==> src/rtl/multicycle_core.sv <==
// multicycle_core: multicycle MIPS-style core sharing one memory port for fetch and data
module multicycle_core #(
  parameter int XLEN = 32,
  parameter logic [XLEN-1:0] RESET_PC = '0,
  parameter int MEM_TIMEOUT = 0
) (
  input  logic            clock,
  input  logic            reset,
  output logic            mem_req,
  output logic            mem_we,
  output logic [XLEN-1:0] mem_addr,
  output logic [XLEN-1:0] mem_wdata,
  input  logic [XLEN-1:0] mem_rdata,
  input  logic            mem_ready,
  output logic [XLEN-1:0] pc_out,
  output logic [XLEN-1:0] alu_out,
  output logic            retired,
  output logic            halted,
  output logic            fault
);
  localparam logic [2:0] S_FETCH  = 3'd0;
  localparam logic [2:0] S_DECODE = 3'd1;
  localparam logic [2:0] S_EXEC   = 3'd2;
  localparam logic [2:0] S_MEM    = 3'd3;
  localparam logic [2:0] S_WB     = 3'd4;
  localparam logic [2:0] S_HALT   = 3'd5;
  logic [2:0] state;
  logic [XLEN-1:0] pc, a, b, imm, alu_q, mdr, alu_res, wd, jt;
  logic [XLEN-1:0] rf [32];
  logic [31:0] ir, wcnt;
  logic [5:0] op, funct;
  logic [4:0] rs, rt, rd, wa;
  logic is_r, is_addi, is_lw, is_sw, is_beq, is_j, is_halt, known, hs, to_hit, ret_n;
  assign op = ir[31:26];
  assign rs = ir[25:21];
  assign rt = ir[20:16];
  assign rd = ir[15:11];
  assign funct = ir[5:0];
  assign is_r = op == 6'h00 && (funct == 6'h20 || funct == 6'h22 || funct == 6'h24 ||
                                funct == 6'h25 || funct == 6'h2A);
  assign is_addi = op == 6'h08;
  assign is_lw = op == 6'h23;
  assign is_sw = op == 6'h2B;
  assign is_beq = op == 6'h04;
  assign is_j = op == 6'h02;
  assign is_halt = op == 6'h3F;
  assign known = is_r || is_addi || is_lw || is_sw || is_beq || is_j || is_halt;
  assign jt = {{(XLEN-28){1'b0}}, ir[25:0], 2'b00};
  assign wa = is_r ? rd : rt;
  assign wd = is_lw ? mdr : alu_q;
  // Memory port is driven straight from held state so it cannot move during a wait
  assign mem_req = !reset && (state == S_FETCH || state == S_MEM);
  assign mem_we = state == S_MEM && is_sw;
  assign mem_addr = state == S_MEM ? alu_q : pc;
  assign mem_wdata = b;
  assign hs = mem_req && mem_ready;
  assign to_hit = MEM_TIMEOUT != 0 && mem_req && !mem_ready && wcnt == 32'(MEM_TIMEOUT - 1);
  assign ret_n = state == S_WB || (state == S_EXEC && (is_beq || is_j || is_halt || !known)) ||
                 (state == S_MEM && hs && is_sw);
  assign pc_out = pc;
  assign alu_out = alu_q;
  assign halted = state == S_HALT;
  // ALU: R-type by funct, everything else is base + immediate
  always_comb begin
    alu_res = !is_r ? a + imm :
              funct == 6'h20 ? a + b :
              funct == 6'h22 ? a - b :
              funct == 6'h24 ? a & b :
              funct == 6'h25 ? a | b :
              {{(XLEN-1){1'b0}}, $signed(a) < $signed(b)};
  end
  // Sequencer, datapath registers and register file
  always_ff @(posedge clock) begin
    if (reset) begin
      state <= S_FETCH;
      pc <= RESET_PC;
      ir <= '0;
      a <= '0;
      b <= '0;
      imm <= '0;
      alu_q <= '0;
      mdr <= '0;
      wcnt <= '0;
      retired <= 1'b0;
      fault <= 1'b0;
      for (int i = 0; i < 32; i++) rf[i] <= '0;
    end else begin
      retired <= ret_n;
      wcnt <= (mem_req && !mem_ready) ? wcnt + 1 : '0;
      if (to_hit) begin
        state <= S_HALT;
        fault <= 1'b1;
      end else begin
        case (state)
          S_FETCH: if (hs) begin
            ir <= mem_rdata[31:0];
            pc <= pc + XLEN'(4);
            state <= S_DECODE;
          end
          S_DECODE: begin
            a <= rf[rs];
            b <= rf[rt];
            imm <= {{(XLEN-16){ir[15]}}, ir[15:0]};
            state <= S_EXEC;
          end
          S_EXEC: begin
            alu_q <= alu_res;
            if (is_beq && a == b) pc <= pc + (imm << 2);
            if (is_j) pc <= jt;
            state <= (is_r || is_addi) ? S_WB : (is_lw || is_sw) ? S_MEM : is_halt ? S_HALT : S_FETCH;
          end
          S_MEM: if (hs) begin
            mdr <= mem_rdata;
            state <= is_lw ? S_WB : S_FETCH;
          end
          S_WB: begin
            if (wa != 5'd0) rf[wa] <= wd;
            state <= S_FETCH;
          end
          S_HALT: state <= S_HALT;
          default: state <= S_HALT;
        endcase
      end
    end
  end
endmodule

==> config.mk <==
export PLATFORM = sky130hd
export DESIGN_NAME = multicycle_core
export DESIGN_NICKNAME = d
export VERILOG_FILES = /design/src/rtl/multicycle_core.sv
export SDC_FILE = /design/constraint.sdc
export NUM_CORES = 2
export LEC_CHECK = 0
export CAP_MARGIN = 20
export CORE_MARGIN = 3
export CORE_UTILIZATION = 49
export DETAILED_ROUTE_END_ITERATION = 10
export PLACE_DENSITY = 0.67
export REMOVE_ABC_BUFFERS = 1
export SKIP_CTS_REPAIR_TIMING = 1
export SLEW_MARGIN = 20
export SYNTH_ARGS = -nofsm -noshare
export SYNTH_HDL_FRONTEND = slang
export SYNTH_SLANG_ARGS = --single-unit
==> constraint.sdc <==
create_clock -name clock -period 4.86 [get_ports clock]
set_clock_uncertainty 0.05 [all_clocks]
set_input_delay 0.972 -clock clock [delete_from_list [all_inputs] [get_ports clock]]
set_output_delay 0.972 -clock clock [all_outputs]
set_load 0.005 [all_outputs]
==> qor.yml <==
row_count: 136
layout.filler_cells: 11200
worst-setup-path-type: "flop to flop"
max-slew-margin-rel_pct: 25.2
synth-main-ff-cell: "edfxtp_1"
area_delta_synth_final_pct: 13.6
fin_nets: 5674
cp.arrival_ns: 5.17
die_area_um2: 144000
status: "finished, final reports clean"
synth_enable_flop_cells: 1024
worstPathRequired_ns: 5.51
static-leakage-power_uw: 0.0251
cts.htree.levels: 4
vias_per_cell: 6.71
cts-root-to-sink-buffers: 3
tritoncts.num_buffers: 137
setup_repair_after_global_routing_missed_its_margin: "false"
die_x_um: 379
ir_worst_vdd_uv: 335
synth_top_area_share_pct: 45.1
worstPathMaxFanout: 32
gr-usage-all-layers_pct: 32.5
switching_share_pct: 26.8
port_buffers: 164
synth_most_common_cell: "nor2_1"
fin_cells: 7376
ys_top_cells_by_area: "edfxtp_1, mux4_2, nor2_1"
tritoncts_clock_tree: "done"
layout_cell_share_with_drive_strength_beyond_1_pct: 21.3
power.internal_uw: 19000
number_of_maximum_capacitance_constraint_violations: 0
cpMaxStageDelayCell: "nor4_1"
place_area_um2: 73100
floorplan.initialDensity_pct: 49.5
finalCritPeriodShare_pct: 93.1
synth-seq-cells: 1234
crit_path_end_kind: "flop"
crit_path_max_incr_delay_ns: 0.99
chipHeight_um: 379
clk_transition_reported_paths_ns: 0.06
power_frac_comb_pct: 14.0
wirelength_um: 233000
async_flop_share_pct: 0
fin_setup_tns_ns: 0
antenna_found_initial: 8
synth_top_family_by_area: "multiplexers"
crit_path_start_kind: "flop"
maximum_number_of_pins_on_one_net_before_global_route_repair: 106
maxSlewViolCount: 0
critical_path.top_delay_family: "simple AND/OR/NAND/NOR gates"
synth-compound-area-share_pct: 6.75
worstPathCellList: "inv_1 > ha_1 > nor4_1 > nand4_1 > or4_1 > a21oi_1 > buf_4 > or2_0 > buf_4 > a21oi_1 > or4_1 > a31oi_1"
yosys-top-cells-count: "nor2_1, edfxtp_1, mux4_2"
synthXorXnorAreaFrac_pct: 1.12
grt_first_pass_wirelength_um: 335000
synth_cells: 5439
post_synth_design_cell_area_um2: 68200
clockPowerShare_pct: 39.0
grt_remaining_overflow: 0
wire_per_inst_um: 31.6
core_region_area_um2: 138000
synthSimpleGateAreaFrac_pct: 11.3
utilization_pct: 56.2
final-setup-viol-count: 0
max_slew.worst_pin.slew_ns: 1.11
power_density_nw_per_um2: 335
fin_area_um2: 77500
antenna_violating_nets_post_route: 0
yosys_top_cell_by_area: "edfxtp_1"
dpl.hpwl_um: 154000
clock_sink_count: 1234
numPlacedInstances: 7130
yosys_warnings: 0
synth_fa_ha_area_share_pct: 3.00
gp_congestion: 0.987
grt_pass1_vias: 48700
r2r_slack_ns: 0.33
syn_avg_cell_area_um2: 12.5
clk_latency_ns: 0.79
hold_class: "flop to flop"
netlist-cell-type-count: 86
ctsRootBufferMaster: "clkbuf_16"
setup_slack_placement_ns: 0.408
endpoints_failing_hold: 0
post-route-min-period_ns: 4.53
drcViolationCount: 0
num_io_pins: 168
critical_path_buf_inv_count: 3
layout_setup_ws_ns: 0.334
total_net_switching_power_uw: 6960
seq_area_frac_synth_pct: 51.2
drt_first_iter_violations: 6392
drtPass1Iterations: 6
routed-via-count: 49500
synth.area.mux_share_pct: 23.2
seq_pwr_share_pct: 47.0
maxClockFrequency_ghz: 0.221
-- power groups by stage --
stage	sequential, uW	clock, uW	combinational [uW]
after floorplan	12400	0	2290
after global placement	12400	0	3520
after detailed placement	12400	0	3560
after CTS	12200	10200	3570
after global routing	12200	10600	3820
final	12200	10100	3640
-- layer usage --
layer | GRT usage (%) | vias to the layer above | share of wire [%]
li1 | - | 20500 | -
met1 | 41.7 | 25000 | 36
met2 | 52.4 | 3303 | 48
met3 | 8.07 | 623 | 12
met4 | 14.5 | 10 | 4.9
met5 | 0 | - | 0.024
-- kinds of logic after synthesis --
group                      after synthesis
AOI/OAI and AO/OA                      718
DFF                                   1234
muxes                                  775
buffers and inverters                  607
adders and majority gates              161
and+or+nand+nor                       1856
other                                    1
xor gates and xnor gates                87
-- metrics by stage --
stage / hold WS, ns / total power (uW)
2_1_floorplan: 0.380 / 14700
5_1_grt: 0.439 / 26700
3_3_place_gp: 0.407 / 15900
6_report: 0.424 / 25900
4_1_cts: 0.423 / 26000
3_5_place_dp: 0.414 / 16000
-- path summary, 6_finish.rpt --
| check | start | end | depth (start not counted) |
|---|---|---|---|
| max reg2reg | a[16]$_SDFFE_PP0P_ | pc_out[26]$_SDFFE_PP0P_ | 12 |
| min | ir[10]$_SDFFE_PP0P_ | ir[10]$_SDFFE_PP0P_ | 2 |
| min reg2reg | ir[10]$_SDFFE_PP0P_ | ir[10]$_SDFFE_PP0P_ | 2 |
| max | a[16]$_SDFFE_PP0P_ | pc_out[26]$_SDFFE_PP0P_ | 12 |
-- cell type report --
cell class | count | area, um2 | share of cell area [%]
antenna | 1 | 2.50 | 0.00323
clock buffer | 178 | 3620 | 4.67
clock inverter | 64 | 672 | 0.867
inverter | 110 | 413 | 0.533
multi-input combinational | 3632 | 31600 | 40.8
sequential | 1234 | 35000 | 45.1
tap | 1794 | 2240 | 2.90
timing repair buffer | 363 | 3940 | 5.08
-- state kept, by name, summed over array words and instances, names as in the netlist --
signal and cells:
rf 1024, state 3, mem_wdata 32, alu_out 32
pc_out 30, ir 32, imm 16, retired 1
a 32, mdr 32
-- cell usage in the layout, fill, tap and decap left out, types with 23 or more instances in the layout --
cell type and count:
a211oi_1 101, a21o_1 37, a21oi_1 250, a31oi_1 25, buf_12 48, buf_4 141, clkbuf_1 37, clkbuf_16 139
clkdlybuf4s50_1 163, clkinv_1 25, conb_1 35, dfxtp_1 198, edfxtp_1 1024, ha_1 157, inv_1 109, mux2_2 28
mux2i_1 74, mux2i_4 32, mux4_2 641, nand2_1 290, nand2_2 26, nand2b_2 31, nand3_1 39, nor2_1 1247
nor3_1 63, o21ai_0 114, xnor2_1 64, xor2_1 23
-- worst min-delay path: cells and delay by family (launching register included) --
kind | cells | cell delay (ns)
compound gates | 1 | 0.05
simple gates | 1 | 0.05
flops | 1 | 0.32
Power figures use the tool's default switching activity.
